### src/rtl/mem_stage_ctrl_if.sv
// Handshake bundle between the EXE->MEM sequencing controller and the pipeline,
// D-cache and TLB units around it.
interface mem_stage_ctrl_if;
  logic       EXE_Valid;
  logic       EXE_MultiBusy;
  logic       EXE_IsTLBP;
  logic       EXE_IsTLBW;
  logic       EXE_IsTLBR;
  logic       MEM_ExcValid;
  logic       DCache_Busy;
  logic       TLB_Done;
  logic       MEM_Wr;
  logic       MEM_Flush;
  logic       EXE_Stall;
  logic       TLB_Start;
  logic       Refetch_Req;
  logic       MEM_Valid;
  logic [2:0] Ctrl_State;

  // Controller side: consumes pipeline status, produces MEM register control.
  modport master (
    input  EXE_Valid, EXE_MultiBusy, EXE_IsTLBP, EXE_IsTLBW, EXE_IsTLBR,
    input  MEM_ExcValid, DCache_Busy, TLB_Done,
    output MEM_Wr, MEM_Flush, EXE_Stall, TLB_Start, Refetch_Req,
    output MEM_Valid, Ctrl_State
  );

  // Pipeline side: supplies status, obeys MEM register control.
  modport slave (
    output EXE_Valid, EXE_MultiBusy, EXE_IsTLBP, EXE_IsTLBW, EXE_IsTLBR,
    output MEM_ExcValid, DCache_Busy, TLB_Done,
    input  MEM_Wr, MEM_Flush, EXE_Stall, TLB_Start, Refetch_Req,
    input  MEM_Valid, Ctrl_State
  );
endinterface

### src/rtl/mem_stage_ctrl.sv
// EXE->MEM pipeline register sequencer: chooses load / bubble / hold each cycle,
// stalls for D-cache misses, serialises TLB ops and inserts post-exception bubbles.
module mem_stage_ctrl #(
  parameter int REFETCH_BUBBLES = 2,
  parameter int EXC_BUBBLES     = 1
) (
  input  logic              clk,
  input  logic              rst,
  mem_stage_ctrl_if.master  bus
);

  typedef enum logic [2:0] {
    ST_RUN       = 3'd0,
    ST_DC_WAIT   = 3'd1,
    ST_TLB_EXEC  = 3'd2,
    ST_REFETCH   = 3'd3,
    ST_EXC_FLUSH = 3'd4
  } state_e;

  typedef enum logic [1:0] {
    TLB_P = 2'd0,
    TLB_W = 2'd1,
    TLB_R = 2'd2
  } tlb_kind_e;

  localparam int CNT_MAX = (REFETCH_BUBBLES > EXC_BUBBLES) ? REFETCH_BUBBLES : EXC_BUBBLES;
  localparam int CNT_W   = (CNT_MAX > 1) ? $clog2(CNT_MAX) : 1;

  localparam logic [CNT_W-1:0] CNT_ZERO = CNT_W'(0);
  localparam logic [CNT_W-1:0] CNT_ONE  = CNT_W'(1);
  localparam logic [CNT_W-1:0] REF_LOAD = CNT_W'(REFETCH_BUBBLES - 1);
  localparam logic [CNT_W-1:0] EXC_LOAD = CNT_W'(EXC_BUBBLES - 1);

  state_e            state_r;
  state_e            state_nxt_s;
  logic [CNT_W-1:0]  cnt_r;
  logic [CNT_W-1:0]  cnt_nxt_s;
  tlb_kind_e         tlb_kind_r;
  tlb_kind_e         tlb_kind_nxt_s;
  logic              tlb_issued_r;
  logic              tlb_issued_nxt_s;
  logic              mem_valid_r;

  logic              mem_wr_s;
  logic              mem_flush_s;
  logic              exe_stall_s;
  logic              tlb_start_s;
  logic              refetch_req_s;
  logic              apply_a_s;
  logic              adv_ok_s;
  logic              tlb_op_s;
  tlb_kind_e         tlb_kind_in_s;

  assign adv_ok_s = bus.EXE_Valid & ~bus.EXE_MultiBusy;
  assign tlb_op_s = bus.EXE_IsTLBP | bus.EXE_IsTLBW | bus.EXE_IsTLBR;

  // Decode which TLB op sits in EXE (inputs are one-hot or zero).
  always_comb begin
    if (bus.EXE_IsTLBW) begin
      tlb_kind_in_s = TLB_W;
    end else if (bus.EXE_IsTLBR) begin
      tlb_kind_in_s = TLB_R;
    end else begin
      tlb_kind_in_s = TLB_P;
    end
  end

  // Per-cycle load/bubble/hold decision and next-state computation.
  always_comb begin
    mem_wr_s         = 1'b0;
    mem_flush_s      = 1'b0;
    exe_stall_s      = 1'b0;
    tlb_start_s      = 1'b0;
    refetch_req_s    = 1'b0;
    apply_a_s        = 1'b0;
    state_nxt_s      = state_r;
    cnt_nxt_s        = cnt_r;
    tlb_kind_nxt_s   = tlb_kind_r;
    tlb_issued_nxt_s = tlb_issued_r;

    case (state_r)
      ST_RUN: begin
        if (mem_valid_r & bus.MEM_ExcValid) begin
          mem_flush_s = 1'b1;
          cnt_nxt_s   = EXC_LOAD;
          state_nxt_s = ST_EXC_FLUSH;
        end else if (mem_valid_r & bus.DCache_Busy) begin
          exe_stall_s = 1'b1;
          state_nxt_s = ST_DC_WAIT;
        end else begin
          apply_a_s = 1'b1;
        end
      end
      ST_DC_WAIT: begin
        if (mem_valid_r & bus.MEM_ExcValid) begin
          mem_flush_s = 1'b1;
          cnt_nxt_s   = EXC_LOAD;
          state_nxt_s = ST_EXC_FLUSH;
        end else if (bus.DCache_Busy) begin
          exe_stall_s = 1'b1;
        end else begin
          apply_a_s = 1'b1;
        end
      end
      ST_TLB_EXEC: begin
        // The TLB instruction stays in MEM until the unit reports completion.
        exe_stall_s      = 1'b1;
        tlb_start_s      = ~tlb_issued_r;
        tlb_issued_nxt_s = 1'b1;
        if (bus.TLB_Done) begin
          if (tlb_kind_r == TLB_P) begin
            exe_stall_s = 1'b0;
            apply_a_s   = 1'b1;
          end else begin
            mem_flush_s   = 1'b1;
            refetch_req_s = 1'b1;
            cnt_nxt_s     = REF_LOAD;
            state_nxt_s   = ST_REFETCH;
          end
        end else begin
          state_nxt_s = ST_TLB_EXEC;
        end
      end
      ST_REFETCH, ST_EXC_FLUSH: begin
        mem_flush_s = 1'b1;
        if (cnt_r == CNT_ZERO) begin
          state_nxt_s = ST_RUN;
        end else begin
          cnt_nxt_s = cnt_r - CNT_ONE;
        end
      end
      default: begin
        mem_flush_s = 1'b1;
        state_nxt_s = ST_RUN;
      end
    endcase

    // Advance rule: load a ready EXE instruction, otherwise insert a bubble.
    if (apply_a_s) begin
      state_nxt_s = ST_RUN;
      if (adv_ok_s) begin
        mem_wr_s = 1'b1;
        if (tlb_op_s) begin
          tlb_kind_nxt_s   = tlb_kind_in_s;
          tlb_issued_nxt_s = 1'b0;
          state_nxt_s      = ST_TLB_EXEC;
        end else begin
          tlb_kind_nxt_s = tlb_kind_r;
        end
      end else begin
        mem_flush_s = 1'b1;
      end
    end else begin
      apply_a_s = 1'b0;
    end

    // Reset overrides everything immediately, whatever state was in flight.
    if (!rst) begin
      mem_wr_s      = 1'b0;
      mem_flush_s   = 1'b1;
      exe_stall_s   = 1'b0;
      tlb_start_s   = 1'b0;
      refetch_req_s = 1'b0;
    end else begin
      mem_flush_s = mem_flush_s & ~mem_wr_s;
    end
  end

  // Sequencer state, bubble counter, TLB bookkeeping and MEM validity.
  always_ff @(posedge clk or negedge rst) begin
    if (!rst) begin
      state_r      <= ST_RUN;
      cnt_r        <= CNT_ZERO;
      tlb_kind_r   <= TLB_P;
      tlb_issued_r <= 1'b0;
      mem_valid_r  <= 1'b0;
    end else begin
      state_r      <= state_nxt_s;
      cnt_r        <= cnt_nxt_s;
      tlb_kind_r   <= tlb_kind_nxt_s;
      tlb_issued_r <= tlb_issued_nxt_s;
      if (mem_flush_s) begin
        mem_valid_r <= 1'b0;
      end else if (mem_wr_s) begin
        mem_valid_r <= 1'b1;
      end else begin
        mem_valid_r <= mem_valid_r;
      end
    end
  end

  assign bus.MEM_Wr      = mem_wr_s;
  assign bus.MEM_Flush   = mem_flush_s;
  assign bus.EXE_Stall   = exe_stall_s;
  assign bus.TLB_Start   = tlb_start_s;
  assign bus.Refetch_Req = refetch_req_s;
  assign bus.MEM_Valid   = mem_valid_r;
  assign bus.Ctrl_State  = state_r;

endmodule

### src/flat_wrapper.sv
// flat-port wrapper written by rule: the top's interface ports become plain ports
module mem_stage_ctrl_flat 
#(
  parameter int REFETCH_BUBBLES = 2,
  parameter int EXC_BUBBLES     = 1
)
  (clk, rst, bus_EXE_Valid, bus_EXE_MultiBusy, bus_EXE_IsTLBP, bus_EXE_IsTLBW, bus_EXE_IsTLBR, bus_MEM_ExcValid, bus_DCache_Busy, bus_TLB_Done, bus_MEM_Wr, bus_MEM_Flush, bus_EXE_Stall, bus_TLB_Start, bus_Refetch_Req, bus_MEM_Valid, bus_Ctrl_State);
  mem_stage_ctrl_if bus_i ();
  input  logic clk;
  input  logic rst;
  input wire logic [$bits(bus_i.EXE_Valid)-1:0] bus_EXE_Valid;
  input wire logic [$bits(bus_i.EXE_MultiBusy)-1:0] bus_EXE_MultiBusy;
  input wire logic [$bits(bus_i.EXE_IsTLBP)-1:0] bus_EXE_IsTLBP;
  input wire logic [$bits(bus_i.EXE_IsTLBW)-1:0] bus_EXE_IsTLBW;
  input wire logic [$bits(bus_i.EXE_IsTLBR)-1:0] bus_EXE_IsTLBR;
  input wire logic [$bits(bus_i.MEM_ExcValid)-1:0] bus_MEM_ExcValid;
  input wire logic [$bits(bus_i.DCache_Busy)-1:0] bus_DCache_Busy;
  input wire logic [$bits(bus_i.TLB_Done)-1:0] bus_TLB_Done;
  output wire logic [$bits(bus_i.MEM_Wr)-1:0] bus_MEM_Wr;
  output wire logic [$bits(bus_i.MEM_Flush)-1:0] bus_MEM_Flush;
  output wire logic [$bits(bus_i.EXE_Stall)-1:0] bus_EXE_Stall;
  output wire logic [$bits(bus_i.TLB_Start)-1:0] bus_TLB_Start;
  output wire logic [$bits(bus_i.Refetch_Req)-1:0] bus_Refetch_Req;
  output wire logic [$bits(bus_i.MEM_Valid)-1:0] bus_MEM_Valid;
  output wire logic [$bits(bus_i.Ctrl_State)-1:0] bus_Ctrl_State;
  assign bus_i.EXE_Valid = bus_EXE_Valid;
  assign bus_i.EXE_MultiBusy = bus_EXE_MultiBusy;
  assign bus_i.EXE_IsTLBP = bus_EXE_IsTLBP;
  assign bus_i.EXE_IsTLBW = bus_EXE_IsTLBW;
  assign bus_i.EXE_IsTLBR = bus_EXE_IsTLBR;
  assign bus_i.MEM_ExcValid = bus_MEM_ExcValid;
  assign bus_i.DCache_Busy = bus_DCache_Busy;
  assign bus_i.TLB_Done = bus_TLB_Done;
  assign bus_MEM_Wr = bus_i.MEM_Wr;
  assign bus_MEM_Flush = bus_i.MEM_Flush;
  assign bus_EXE_Stall = bus_i.EXE_Stall;
  assign bus_TLB_Start = bus_i.TLB_Start;
  assign bus_Refetch_Req = bus_i.Refetch_Req;
  assign bus_MEM_Valid = bus_i.MEM_Valid;
  assign bus_Ctrl_State = bus_i.Ctrl_State;
  mem_stage_ctrl #(.REFETCH_BUBBLES(REFETCH_BUBBLES), .EXC_BUBBLES(EXC_BUBBLES)) u_core (.clk(clk), .rst(rst), .bus(bus_i));
endmodule
### config.mk
export PLATFORM = sky130hd
export DESIGN_NAME = mem_stage_ctrl_flat
export DESIGN_NICKNAME = d
export VERILOG_FILES = /design/src/rtl/mem_stage_ctrl_if.sv /design/src/rtl/mem_stage_ctrl.sv /design/src/flat_wrapper.sv
export SDC_FILE = /design/constraint.sdc
export NUM_CORES = 1
export LEC_CHECK = 0
export ABC_AREA = 0
export BUFFER_PORTS_ARGS = -buffer_cell sky130_fd_sc_hd__buf_2
export CORE_MARGIN = 5
export CORE_UTILIZATION = 35
export DETAILED_ROUTE_END_ITERATION = 10
export SYNTH_ARGS = -nofsm -noshare
export SYNTH_HDL_FRONTEND = slang
export SYNTH_SLANG_ARGS = --single-unit
### constraint.sdc
create_clock -name clk -period 2.55 [get_ports clk]
set_clock_uncertainty 0.15 [all_clocks]
set_input_delay 0.51 -clock clk [delete_from_list [all_inputs] [get_ports clk]]
set_output_delay 0.51 -clock clk [all_outputs]
set_load 0.02 [all_outputs]
==> flow_summary.ini <==
[die]
initial_standard_cell_utilization_of_the_core_pct = 38.2
floorplan.core_area_sq_mm = 0.00135
design.die.area_sq_mm = 0.00234
die-height_um = 48.4
fp.dieW_um = 48.4
num_rows = 13
ioPinCount = 19

[synth]
synth_cell_types = 28
synth_largest_area_cell = dfrtp_1
synthCells = 58
synth.ff_latch_count = 8
post_synth_instance_area_sq_um = 515
synth.yosys.seq_area_share_pct = 38.8
syn_avg_cell_area_sq_um = 8.89
synthDominantCellAreaShare_pct = 38.8
post_synth_edffs = 0
async_set_reset_flop_share_out_of_synthesis_pct = 100
synth_flop_cell = dfrtp_1
ys.warnings.count = 0
synthesis.nets = 68
netlist_top_cells_area = dfrtp_1 (39%), a21oi_1 (5.8%), nor2_1 (5.1%)

[placement]
hpwl_um = 971
pre_cts_ws_ns = 0.331
number_of_input_and_output_port_buffers_inserted = 18
routabilityCongestion = 0.742

[drt]
drt-pass1-iter-count = 4
detailroute.via_count = 528
drt_iter0_markers = 13
postRouteAntennaNets = 0
drc_errors = 0
detailed_route_wire_length_per_cell_um = 13.3
vias_per_cell = 5.62
post_route_wl_mm = 1.25

[clocking]
clock_tree.htree_level_count = 1
worstSkewPairLatency_ns = 0.26
clock_tree.buffer_depth = 2
cts-resized-gates = 0
clock_sink_count = 8
cts-buffers-inserted = 3
cts.hold.buffers_added = 0
cts_tree = yes
root_buffer = clkbuf_4
clkTransAtPathRegs_ns = 0.06
cts_post_setup_buffers_inserted = 0

[min_path]
hold_path.class = in -> async

[setup_path]
crit_type = reg -> out
path_cells = nor3b_4 -> nand3_2 -> a21oi_2 -> and2_1 -> buf_2
r2r_cells = 4
path_max_fanout = 11
worst-endpoint-arrival_ns = 1.76
worstPathBufferInverterCount = 1
required_ns = 1.89
cp_slowest_stage_delay_ns = 0.50
worst_setup_path_start_kind = flip-flop
critPathTopFamily = simple AND/OR/NAND/NOR gates
crit-reg2reg-capture = u_core.tlb_kind_r[0]
r2r-start = u_core.bus.Ctrl_State[2]
worst-r2r-setup-slack_ns = 0.82
worst_path_cell_with_the_longest_stage_delay = dfrtp_1
setup.worst_path.end_class = output port

[final_layout]
fin_nets = 91
layout-drive-gt1-share_pct = 35.4
diodes_inserted = 0
mostFrequentLayoutCells = buf_2 (18), dfrtp_1 (8), nor2_1 (7)
synthToLayoutAreaGrowth_pct = 26.7
layout.cells.most_common = buf_2

[sta]
report.final.setup_viol = 0
final_hold_viol_count = 0
totalNegativeSetupSlack_ns = 0
final.setup.worst_slack_ns = 0.133
final.period_utilization_pct = 94.8
drv_slew = 0
timing.slew.headroom_pct = 73.4
maxClockFrequency_mhz = 414
worstMarginPinSlew_ns = 0.389
finalWorstPathRequiredPeriod_ns = 2.42
unrepaired_setup_endpoints_after_global_routing = false

[power_and_ir_drop]
power.ir.vdd_worst_mv = 0.390
clkPwrFrac_pct = 15.6
sequentialPowerShare_pct = 34.0
cell_internal_pwr_uw = 371
static-leakage-power_nw = 0.314
total_switching_power_uw = 279
share_comb_of_total_power_pct = 50.5
switching_share_pct = 42.9
power_density_mw_per_mm2 = 994

[global_route]
grt_antenna_before_repair = 0
largest_net_degree_at_the_start_of_global_routing = 14
grt_use_total_pct = 11.1
vias_in_the_first_global_route = 489
grt_first_pass_wirelength_mm = 2.08
grt-ovfl-total = 0

[run_status]
run_status = completed

[flow_run]
max_cap_violations = 0
==> registers in the layout, summed over array words and instances, names as in the netlist <==
name and flops:
u_core.bus.Ctrl_State 3, u_core.bus.MEM_Valid 1, u_core.cnt_r 1, u_core.tlb_issued_r 1
u_core.tlb_kind_r 2
==> layer usage <==
metal | track usage [%] | part of all wire, % | routed length (um) | vias to the layer above
met4 | 6.91 | 3.0 | 37 | 0
met1 | 14.3 | 46 | 572 | 244
li1 | - | - | - | 258
met5 | 0 | 0 | 0 | -
met3 | 3.67 | 7.5 | 93 | 6
met2 | 15.4 | 44 | 544 | 20
==> worst max path at each step <==
stage               endpoint                      from  slack (ns)  depth (start not counted)
2_1_floorplan     bus_MEM_Wr  u_core.bus.Ctrl_State[0]        0.36                          5
3_3_place_gp   bus_MEM_Flush           bus_DCache_Busy        0.35                          6
3_5_place_dp      bus_MEM_Wr           bus_DCache_Busy        0.33                          6
4_1_cts           bus_MEM_Wr  u_core.bus.Ctrl_State[2]        0.04                          5
5_1_grt           bus_MEM_Wr  u_core.bus.Ctrl_State[2]        0.03                          5
6_report          bus_MEM_Wr  u_core.bus.Ctrl_State[2]        0.13                          5
==> through the flow <==
| step | hold slack, ns | utilization [%] | power, mW | area [sq um] | cells |
|---|---|---|---|---|---|
| final | 0.0341 | 48.4 | 0.650 | 653 | 94 |
| after global routing | 0.0601 | 48.4 | 0.704 | 653 | 94 |
| after CTS | 0.0370 | 48.1 | 0.653 | 649 | 94 |
| after detailed placement | 0.320 | 46.4 | 0.549 | 627 | 91 |
| after global placement | 0.307 | 46.4 | 0.553 | 627 | 91 |
| after floorplan | 0.0644 | - | 0.459 | 515 | 58 |
==> logic make-up (layout without fill, tap and decap cells) <==
group                  Yosys count  count (layout)  synth area share (%)
and+or+nand+nor                 26              26                  29.1
AOI/OAI and AO/OA               17              17                  24.0
DFF                              8               8                  38.8
buffers and inverters            6              27                  6.07
muxes                            1               1                  1.94
==> cells in the mapped netlist (2+ instances only) <==
cell,n
a21oi_1,6
a22o_1,2
buf_4,2
dfrtp_1,8
inv_1,3
nand2_1,6
nor2_1,7
nor3_1,3
nor3b_1,2
==> power groups by stage <==
stage / combinational, mW / clock, mW / sequential, mW
final: 0.328 / 0.101 / 0.221
after global routing: 0.366 / 0.110 / 0.228
after CTS: 0.328 / 0.105 / 0.220
after detailed placement: 0.327 / 0 / 0.222
after global placement: 0.329 / 0 / 0.224
after floorplan: 0.236 / 0 / 0.223
==> worst reg2reg max path, stage by stage, from the launching register on <==
cell     delay (ns)
dfrtp_1        0.50
nor3b_4        0.28
nand3_2        0.14
a211o_1        0.35
a22o_1         0.19
==> cell type report <==
class / count / area [sq um]
inverter: 3 / 11.3
tap: 15 / 18.8
fill: 137 / 697
clock buffer: 3 / 22.5
multi-input combinational: 44 / 288
sequential: 8 / 200
timing repair buffer: 21 / 113
Note: power is estimated with default switching activity, not from simulation.
